$ cat src/rtl/rv32i_types.sv
// Shared core types: register-file geometry, index typedefs and the
// retirement-RAT recovery FSM encoding.
package rv32i_types;

  localparam int ARCH_REGS  = 32;
  localparam int PREG_WIDTH = 6;

  typedef logic [PREG_WIDTH-1:0] physicalIndexing;
  typedef logic [4:0]            archIndexing;

  typedef enum logic [1:0] {
    IDLE    = 2'd0,
    CLEAR   = 2'd1,
    REBUILD = 2'd2
  } rrat_state_t;

endpackage

$ cat src/rtl/rrat.sv
// Retirement register alias table: committed arch->phys mapping, frees the
// displaced register a cycle after commit, and replays the free list on flush.
module rrat #(
  parameter int ARCH_REGS  = rv32i_types::ARCH_REGS,
  parameter int PREG_WIDTH = rv32i_types::PREG_WIDTH
) (
  input  logic                                  clk,
  input  logic                                  rst,
  input  logic                                  commit_valid,
  input  rv32i_types::archIndexing              commit_rd,
  input  logic [PREG_WIDTH-1:0]                 commit_pd,
  output logic                                  commit_ready,
  input  logic                                  flush_in,
  output logic                                  free_valid,
  output logic [PREG_WIDTH-1:0]                 free_pd,
  output logic                                  rfl_clear_out,
  output logic                                  recover_valid,
  output logic [ARCH_REGS-1:0][PREG_WIDTH-1:0]  recover_map,
  output logic                                  busy_out
);
  import rv32i_types::*;

  localparam int                    PREGS    = 1 << PREG_WIDTH;
  localparam logic [PREG_WIDTH-1:0] IDX_LAST = PREG_WIDTH'(PREGS - 1);

  rrat_state_t                          state_q, state_d;
  logic [PREG_WIDTH-1:0]                idx_q, idx_d;
  logic [ARCH_REGS-1:0][PREG_WIDTH-1:0] map_q, map_d;
  logic [PREGS-1:0]                     mapped_q, mapped_d;
  logic                                 free_valid_q, free_valid_d;
  logic [PREG_WIDTH-1:0]                free_pd_q, free_pd_d;
  logic                                 commit_fire;
  logic [PREG_WIDTH-1:0]                old_pd;

  always_comb begin
    // NOTE: every signal gets a default before the case so no path can infer a latch.
    state_d       = state_q;
    idx_d         = idx_q;
    map_d         = map_q;
    mapped_d      = mapped_q;
    free_valid_d  = 1'b0;
    free_pd_d     = free_pd_q;
    commit_ready  = (state_q == IDLE);
    busy_out      = (state_q != IDLE);
    rfl_clear_out = 1'b0;
    recover_valid = 1'b0;
    free_valid    = free_valid_q;
    free_pd       = free_pd_q;
    recover_map   = map_q;

    commit_fire = commit_valid && commit_ready && (commit_rd != '0);
    old_pd      = map_q[commit_rd];

    // Clear old before setting new so a same-register remap stays mapped.
    if (commit_fire) begin
      map_d[commit_rd]    = commit_pd;
      mapped_d[old_pd]    = 1'b0;
      mapped_d[commit_pd] = 1'b1;
      free_valid_d        = 1'b1;
      free_pd_d           = old_pd;
    end

    case (state_q)
      IDLE: begin
        if (flush_in) state_d = CLEAR;
      end
      CLEAR: begin
        // A free registered in the flush cycle is dropped; REBUILD re-emits it.
        rfl_clear_out = 1'b1;
        recover_valid = 1'b1;
        free_valid    = 1'b0;
        idx_d         = '0;
        state_d       = REBUILD;
      end
      REBUILD: begin
        free_valid = ~mapped_q[idx_q];
        free_pd    = idx_q;
        idx_d      = idx_q + 1'b1;
        if (idx_q == IDX_LAST) state_d = IDLE;
      end
      default: state_d = IDLE;
    endcase
  end

  always_ff @(posedge clk) begin
    // NOTE: the table and bitmap are architectural state, so unlike a data RAM they must be reset.
    if (rst) begin
      state_q      <= IDLE;
      idx_q        <= '0;
      mapped_q     <= {{(PREGS - ARCH_REGS){1'b0}}, {ARCH_REGS{1'b1}}};
      free_valid_q <= 1'b0;
      free_pd_q    <= '0;
      for (int a = 0; a < ARCH_REGS; a++) map_q[a] <= PREG_WIDTH'(a);
    end else begin
      state_q      <= state_d;
      idx_q        <= idx_d;
      map_q        <= map_d;
      mapped_q     <= mapped_d;
      free_valid_q <= free_valid_d;
      free_pd_q    <= free_pd_d;
    end
  end

endmodule
$ cat config.mk
export PLATFORM = sky130hd
export DESIGN_NAME = rrat
export DESIGN_NICKNAME = d
export VERILOG_FILES = /design/src/rtl/rv32i_types.sv /design/src/rtl/rrat.sv
export SDC_FILE = /design/constraint.sdc
export NUM_CORES = 1
export LEC_CHECK = 0
export BUFFER_PORTS_ARGS = -buffer_cell sky130_fd_sc_hd__buf_2
export CAP_MARGIN = 10
export CORE_UTILIZATION = 50
export DETAILED_ROUTE_END_ITERATION = 10
export MAX_ROUTING_LAYER = met4
export PLACE_DENSITY = 0.72
export SLEW_MARGIN = 20
export SYNTH_ARGS = -nofsm -noshare
export SYNTH_HDL_FRONTEND = slang
export SYNTH_SLANG_ARGS = --single-unit
$ cat constraint.sdc
create_clock -name clk -period 5.3 [get_ports clk]
set_clock_uncertainty 0.1 [all_clocks]
set_input_delay 0.795 -clock clk [delete_from_list [all_inputs] [get_ports clk]]
set_output_delay 0.795 -clock clk [all_outputs]
set_load 0.02 [all_outputs]
==> results of run 1 <==
[worst min path at each step]
stage	startpoint	to	slack [ps]	depth (start not counted)
2_1_floorplan	mapped_q[28]	mapped_q[28]	360	2
3_3_place_gp	recover_map[101]	recover_map[101]	360	2
3_5_place_dp	recover_map[53]	recover_map[53]	370	2
4_1_cts	recover_map[53]	recover_map[53]	370	2
5_1_grt	rst	free_valid_q	390	2
6_report	recover_map[101]	recover_map[101]	380	2
[final cells by class]
type                            count  area share
Multi-Input combinational cell   1052       0.460
Inverter                            8     0.00206
Antenna cell                        1    0.000165
Sequential cell                   271       0.357
Timing Repair Buffer              239      0.0836
Tap cell                          330      0.0272
Clock buffer                       39      0.0550
Clock inverter                     17      0.0148
[synth_stat cells, types with 18 or more instances]
cell,number,area [um2]
clkbuf_1,84,315
mux4_2,18,405
a21oi_1,103,515
a41oi_1,18,158
o22ai_1,48,300
mux2i_1,193,1930
dfxtp_1,271,5430
nor2_1,137,514
nand3_1,96,480
a31oi_1,47,294
a211oi_1,28,210
buf_2,21,105
nand2_1,173,649
o21ai_0,30,150
nor2b_1,23,144
[state kept, by name (all words and copies together), names as in the netlist]
signal / cells
free_pd_q: 6
free_valid_q: 1
state_q: 2
recover_map: 192
idx_q: 6
mapped_q: 64
[power groups by stage]
stage | Combinational, W | Clock [W] | Sequential (W)
5_1_grt | 0.000525 | 0.00231 | 0.00209
6_report | 0.000498 | 0.00222 | 0.00208
4_1_cts | 0.000486 | 0.00222 | 0.00208
3_3_place_gp | 0.000477 | 0 | 0.00213
2_1_floorplan | 0.000348 | 0 | 0.00213
3_5_place_dp | 0.000483 | 0 | 0.00213
[critical path, stage by stage (launching register included)]
cell and delay [ps]:
dfxtp_1 950, mux4_2 610, mux2i_1 370, nand4b_1 140
o311ai_0 150, o32ai_1 130, a31oi_1 170, buf_2 190
[stage by stage]
stage	std cells	worst slack [ps]	hold WS, ps
2_1_floorplan	1465	2070	362
3_3_place_gp	1900	1110	364
3_5_place_dp	1900	1040	366
4_1_cts	1956	1160	375
5_1_grt	1957	953	395
6_report	1957	1130	375
[cells by family after synthesis]
group,Yosys count,share of synthesized area
AOI/OAI and AO/OA,310,0.146
adders and majority gates,4,0.00383
and+or+nand+nor,520,0.199
buffers and inverters,142,0.0507
muxes,218,0.185
DFF,271,0.415
[metal layers]
| layer | wire (um) | vias to the layer above | global-route usage |
|---|---|---|---|
| li1 | - | 5598 | - |
| met1 | 18300 | 6039 | 0.443 |
| met2 | 21000 | 759 | 0.525 |
| met3 | 4280 | 128 | 0.0533 |
| met4 | 2090 | 0 | 0.155 |
| met5 | 0 | - | - |
==> metrics.cfg, run 1 <==
[setup_path]
critical_path.max_fanout=15
rr_endpoint=recover_map[123]
crit_path_end_kind=output pin
crit_end=free_valid
r2r_slack_ps=2410
start_kind=flip-flop
crit_start=idx_q[0]
r2r-start=state_q[0]
worst-r2r-cell-count=9
critPathKind=reg2out
arrival_ps=3270
critPathRequiredTime_ps=4410

[status]
outcome=complete, no violations

[sta]
slew_violations=0
fin_crit_ps=4170
fin_setup_tns_ps=0
setup_viol=0
hold_viol=0
fmax_mhz=240
slew_headroom=0.236
worstMarginPinSlew_ps=1150
fin_crit_sh=0.786
grt_setup_unrepaired=no

[clocking]
clock_sinks=271
cts_buffer_depth=3
cts.clk_slew.worst_paths_ps=60
clk_latency_ps=570
post_cts_buffers=0
numCtsBuffers=30
cts_tree=yes
post_cts_resized=0
clockRootBuffer=clkbuf_16
hold_buffers=0
h-tree-depth=1

[floorplan]
initial_core_util=0.514
row_count=58
core_area_um2=25400
io_pins=218
dieArea_um2=26800
die-width_um=164
fp.dieH_um=164

[logic_synthesis]
syn_inst=1465
ys_async_sr_fraction=0
synth_flop_cell=dfxtp_1
ys_ff_latch=271
syn_area_um2=13100
yosysSeqAreaShare=0.415
syn_area_per_cell_um2=8.92
netlist-cell-type-count=55
yosysWarnings=0
syn-num-nets=1484
synth_edf_count=0

[global_route]
antenna_found_initial=1
gr-usage-all-layers=0.342
grt.overflow.total=0
grt_max_degree=87
first_global_vias=11500
grt_pass1_wl_um=68400

[finish]
syn_to_final_growth_pct=16.2
drive_above_1_share=0.215
final_cell_mix=271 x dfxtp_1, 215 x buf_2, 193 x mux2i_1, 173 x nand2_1, 137 x nor2_1
nFillCells=2220
final_util=0.598
multi_input_area_um2=6980
num-nets-final=1621
design_area_um2=15200
layout_commonest_cell=dfxtp_1
seq_area_um2=5430

[power]
p_leak_nw=6.18
pwr-share-comb=0.104
switching_share=0.268
p_seq_frac=0.434
p_int_w=0.00352
power.density_nw_per_um2=316
p_total_w=0.00481
max-vdd-ir-drop_mv=0.266
pwr-share-clk=0.463
p_sw_w=0.00129

[worst_hold_path]
worstHoldPathType=reg2reg

[route]
drt_iter0_markers=1767
drc=0
ant_nets=0
first_pass_iters=5
routedWlPerCell_um=23.3
routed_wl_um=45600
viasPerCell=6.40
num_vias=12500

[place]
place_congestion=0.927
place_area_um2=14100
port_buffers=217
hpwl_um=30700

[job]
cap_violations=0

Power figures use the tool's default switching activity.
==> inputs of run 2 (changes only) <==
Settings changed: ABC_AREA set to 1.
Clock period 5.3 ns to 4.15 ns, I/O delays scaled along.
==> metrics.cfg, run 2 <==
[logic_synthesis]
synth_fa_ha_area_frac=0.00390
synthSimpleGateAreaFrac=0.310
netlist-cell-type-count=31
syn_area_per_cell_um2=6.66
yosys-top-cells-area=dfxtp_1 42%, nand2_1 23%, o21ai_0 6.8%
ys_async_sr_fraction=0
synth_compound_area_frac=0.184
synth_mux_area_frac=0
synth_flop_cell=dfxtp_1
yosysSeqAreaShare=0.423
synthTopCellsByCount=771 x nand2_1, 271 x dfxtp_1, 175 x o21ai_0
yosys.area.top_type=dfxtp_1
synth_edf_count=0
ys_ff_latch=271
syn_area_um2=12800
synth_top_family_by_area=simple AND/OR/NAND/NOR gates
syn_inst=1928
synth_top_area_frac=0.423
yosysWarnings=0
syn-num-nets=1947
yosysMostFrequentCell=nand2_1
synth-xor-area-share=0

[sta]
fin_crit_sh=0.777
slew_headroom=0.313
grt_setup_unrepaired=no
holdWs_ps=313
hold_viol=0
worstMarginPinSlew_ps=1020
slew_violations=0
fin_crit_ps=3220
fin_setup_tns_ps=0
setup_viol=0
fmax_mhz=310
layout_setup_ws_ps=925

[route]
viasPerCell=5.60
drt_iter0_markers=1555
num_vias=13700
drc=0
routedWlPerCell_um=18.5
first_pass_iters=6
routed_wl_um=45500
ant_nets=0

[place]
place_congestion=0.944
dpl_worst_slack_ps=787
port_buffers=217
hpwl_um=30900

[finish]
drive_above_1_share=0.168
final_cell_mix=771 x nand2_1, 271 x dfxtp_1, 216 x buf_2, 175 x o21ai_0, 168 x a21oi_1
syn_to_final_growth_pct=17.6
nFillCells=2379
num-nets-final=2118
layout_commonest_cell=nand2_1
largest_reg_flops=192
final_util=0.599

[floorplan]
initial_core_util=0.510
dieArea_um2=26300
fp.dieH_um=162
io_pins=218
core_area_um2=25200
row_count=58
die-width_um=162

[global_route]
first_global_vias=12100
grt.overflow.total=0
grt_max_degree=79
grt_pass1_wl_um=69100
gr-usage-all-layers=0.348
antenna_found_initial=3

[clocking]
cts.clk_slew.worst_paths_ps=60
cts_buffer_depth=3
numCtsBuffers=28
h-tree-depth=1
clock_sinks=271
post_cts_buffers=0
cts_tree=yes
hold_buffers=0
post_cts_resized=0
clk_latency_ps=570
clockRootBuffer=clkbuf_16

[status]
outcome=complete, no violations

[worst_hold_path]
worstHoldPathType=in2reg
hold_path_depth=3

[setup_path]
arrival_ps=2500
r2r_slack_ps=1240
crit_path_end_kind=output pin
cpPeakStageDelay_ps=630
slowest_stage=dfxtp_1
worst-r2r-cell-count=10
start_kind=flip-flop
crit_buf_inv=2
cp_cell_sequence=buf_4 -> a21oi_1 -> o21ai_0 -> nand3_1 -> nand3_1 -> nand4_1 -> nand3_1 -> nand3_1 -> nand2_1 -> buf_2
cp_num_cells=10
cpLargestDelayFamily=flip-flops
critPathRequiredTime_ps=3430
critical_path.max_fanout=19
worst_path_most_repeated_cell=nand3_1
critPathKind=reg2out

[power]
p_int_w=0.00451
max-vdd-ir-drop_mv=0.292
pwr-share-comb=0.157
power.density_nw_per_um2=426
switching_share=0.298
pwr-share-clk=0.419
p_leak_nw=7.42
p_seq_frac=0.424
p_sw_w=0.00191

[job]
cap_violations=0

[run 2: changes by cell type after synthesis, moves of 21 or more]
cell / change
a211oi_1: -28
nand2_1: +598
a21oi_1: +65
nand3_1: -66
inv_1: +121
mux2i_1: -193
nor2_1: -40
o211ai_1: +74
clkbuf_1: -21
nor2b_1: -23
o21ai_0: +145
a31oi_1: -47
o22ai_1: -44
[run 2: worst register-to-register path: stages, from the launching register on]
cell     delay (ps)
dfxtp_1         310
inv_1            90
ha_1            220
nand2_1         150
inv_1           180
nand2_2         230
inv_2           200
nand2_2         240
nor2_1          780
a21oi_1         170
o21ai_0         160
[run 2: cell type report]
type                            instances  area (um2)  area share
Timing Repair Buffer                  244        1300      0.0864
Multi-Input combinational cell       1409        6400       0.424
Sequential cell                       271        5430       0.360
Inverter                              145         547      0.0362
Clock buffer                           38         828      0.0549
Clock inverter                         14         161      0.0107
Antenna cell                            3        7.51    0.000498
Tap cell                              330         413      0.0274
[run 2: power by group through the flow]
stage               sequential (W)  combinational (W)  clock (W)
floorplan                  0.00280           0.000645          0
global placement           0.00278           0.000973          0
detailed placement         0.00278           0.000985          0
CTS                        0.00272           0.000989    0.00270
global route               0.00273            0.00109    0.00280
finish                     0.00272            0.00101    0.00269
[run 2: layer usage]
layer	up-vias	share of wire	wire length (um)	global-route usage
met5	-	0	0	-
met4	0	0.040	1830	0.137
met1	6233	0.42	18900	0.480
li1	6559	-	-	-
met3	127	0.12	5470	0.0661
met2	829	0.42	19300	0.498
[run 2: path summary, 6_finish.rpt]
| check | startpoint | to |
|---|---|---|
| worst max-delay path | idx_q[1] | free_valid |
| worst min-delay path | commit_pd[0] | recover_map[6] |
| worst min register to register | mapped_q[18] | mapped_q[18] |
| worst max register to register | state_q[0] | recover_map[172] |
[run 2: metrics by stage]
step                cell area [um2]  cells  total power [W]
global route                  15100   2454          0.00662
detailed placement            14100   2399          0.00376
finish                        15100   2454          0.00642
CTS                           15100   2451          0.00641
floorplan                     12800   1928          0.00345
global placement              14100   2399          0.00375
[run 2: cell families (layout without fill, tap and decap cells)]
group / count (synthesis) / in the layout
AOI/OAI and AO/OA: 430 / 430
adders and majority gates: 4 / 4
buffers and inverters: 248 / 441
DFF: 271 / 271
other: 0 / 3
and+or+nand+nor: 975 / 975
==> inputs of run 3 (changes only) <==
Clock period 4.15 ns to 3.1 ns, I/O delays scaled along.
==> metrics.cfg, run 3 (synthesis gave the netlist of run 2 again) <==
[sta]
fin_setup_tns_ps=0
slew_violations=0
worstMarginPinSlew_ps=1020
slew_headroom=0.313
setup_viol=0
fin_crit_sh=0.957
fin_crit_ps=2970
grt_setup_unrepaired=no
hold_viol=0
fmax_mhz=337

[power]
pwr-share-clk=0.403
p_leak_nw=7.47
switching_share=0.302
p_int_w=0.00591
pwr-share-comb=0.166
max-vdd-ir-drop_mv=0.337
power.density_nw_per_um2=558
p_sw_w=0.00256
p_seq_frac=0.431

[global_route]
first_global_vias=12400
grt_max_degree=57
gr-usage-all-layers=0.352
grt_use_met3=0.0710
grt_use_met1=0.480
grt.overflow.total=0
grtUsageMet2=0.510
grt_pass1_wl_um=70000
antenna_found_initial=3
grt_busiest_layer=met2

[setup_path]
critPathRequiredTime_ps=2530
critical_path.max_fanout=47
start_kind=flip-flop
crit_path_end_kind=output pin
slowest_stage=dfxtp_1
critPathKind=reg2out
worst_path_most_repeated_cell=nand3_1
cpLargestDelayFamily=buffers and inverters
crit_buf_inv=2
arrival_ps=2400
cpPeakStageDelay_ps=380
cp_cell_sequence=clkbuf_8 -> o21ai_0 -> o211ai_1 -> nand4_1 -> nand3_1 -> nand3_1 -> nand2_1 -> buf_2

[clocking]
clock_sinks=271
h-tree-depth=1
cts.clk_slew.worst_paths_ps=60
numCtsBuffers=29
clockRootBuffer=clkbuf_16
clk_latency_ps=570
cts_tree=yes
cts_buffer_depth=3
hold_buffers=0

[finish]
drive_above_1_share=0.172
num-nets-final=2134
layout_commonest_cell=nand2_1
final_cell_mix=771 x nand2_1, 270 x dfxtp_1, 216 x buf_2, 174 x o21ai_0, 168 x a21oi_1
largest_reg_flops=192
syn_to_final_growth_pct=18.3
fin_cells=2467

[route]
routed_wl_um=46200
drc=0
ant_nets=0
viasPerCell=5.62
drt_iter0_markers=1481
num_vias=13900
first_pass_iters=5
routedWlPerCell_um=18.7

[worst_hold_path]
worstHoldPathType=in2reg

[status]
outcome=complete, no violations

[job]
cap_violations=0

[place]
placedCellCount=2412
hpwl_um=31700
place_congestion=0.942
port_buffers=217

[floorplan]
dieArea_um2=26300
io_pins=218
fp.dieH_um=162
die-width_um=162
initial_core_util=0.510
row_count=58
core_area_um2=25200

-- run 3: changes by cell type in the layout (fill, tap and decap cells not counted), moves of 2 or more --
cell	delta
clkbuf_1	+4
inv_6	+2
clkbuf_8	-5
buf_4	+10
buf_12	+4
-- run 3: metrics by stage --
| step | setup WS, ps | power (W) | hold slack [ps] | cell area (um2) | util |
|---|---|---|---|---|---|
| after floorplan | 966 | 0.00462 | 313 | 12800 | - |
| after global placement | 334 | 0.00505 | 323 | 14200 | 0.565 |
| after detailed placement | 287 | 0.00507 | 331 | 14200 | 0.565 |
| after CTS | 10.8 | 0.00841 | 115 | 15100 | 0.601 |
| after global routing | 8.62 | 0.00873 | 129 | 15200 | 0.603 |
| final | 134 | 0.00846 | 123 | 15200 | 0.603 |
-- run 3: layout make-up --
class	instances	area, um2
Timing Repair Buffer	259	1470
Clock buffer	37	786
Antenna cell	3	7.51
Tap cell	330	413
Fill cell	2408	10000
Multi-Input combinational cell	1409	6400
Inverter	145	551
Clock inverter	13	125
Sequential cell	271	5430
-- run 3: worst register-to-register path, stage by stage (launching register included) --
cell     delay, ps
dfxtp_1        310
inv_1           90
ha_1           210
nand2_1        160
inv_1          140
nand2_2        100
inv_2          140
nand2_2        240
nor2_1         750
o21ai_0        160
a21oi_1        140
-- run 3: timing repair --
action	4_1_cts	5_1_grt
endpoints found under the setup margin	0	1
buffers inserted	0	2
resized for setup	0	5
-- run 3: final timing paths --
| kind | slack, ps | startpoint | cells after the start | to |
|---|---|---|---|---|
| max reg2reg | 490 | state_q[0] | 10 | recover_map[101] |
| min reg2reg | 340 | mapped_q[14] | 2 | mapped_q[14] |
| min | 120 | rst | 2 | idx_q[1] |
| max | 130 | idx_q[0] | 8 | free_valid |
-- run 3: metal layers --
| layer | wire [um] | vias to the layer above |
|---|---|---|
| met5 | 0 | - |
| met4 | 1690 | 0 |
| met3 | 5230 | 121 |
| met2 | 20000 | 820 |
| met1 | 19300 | 6306 |
| li1 | - | 6608 |
-- run 3: power by group through the flow --
| stage | clock, W | combinational (W) | sequential (W) |
|---|---|---|---|
| after floorplan | 0 | 0.000864 | 0.00375 |
| after global placement | 0 | 0.00133 | 0.00372 |
| after detailed placement | 0 | 0.00135 | 0.00372 |
| after CTS | 0.00341 | 0.00135 | 0.00364 |
| after global routing | 0.00356 | 0.00152 | 0.00365 |
| final | 0.00341 | 0.00141 | 0.00365 |
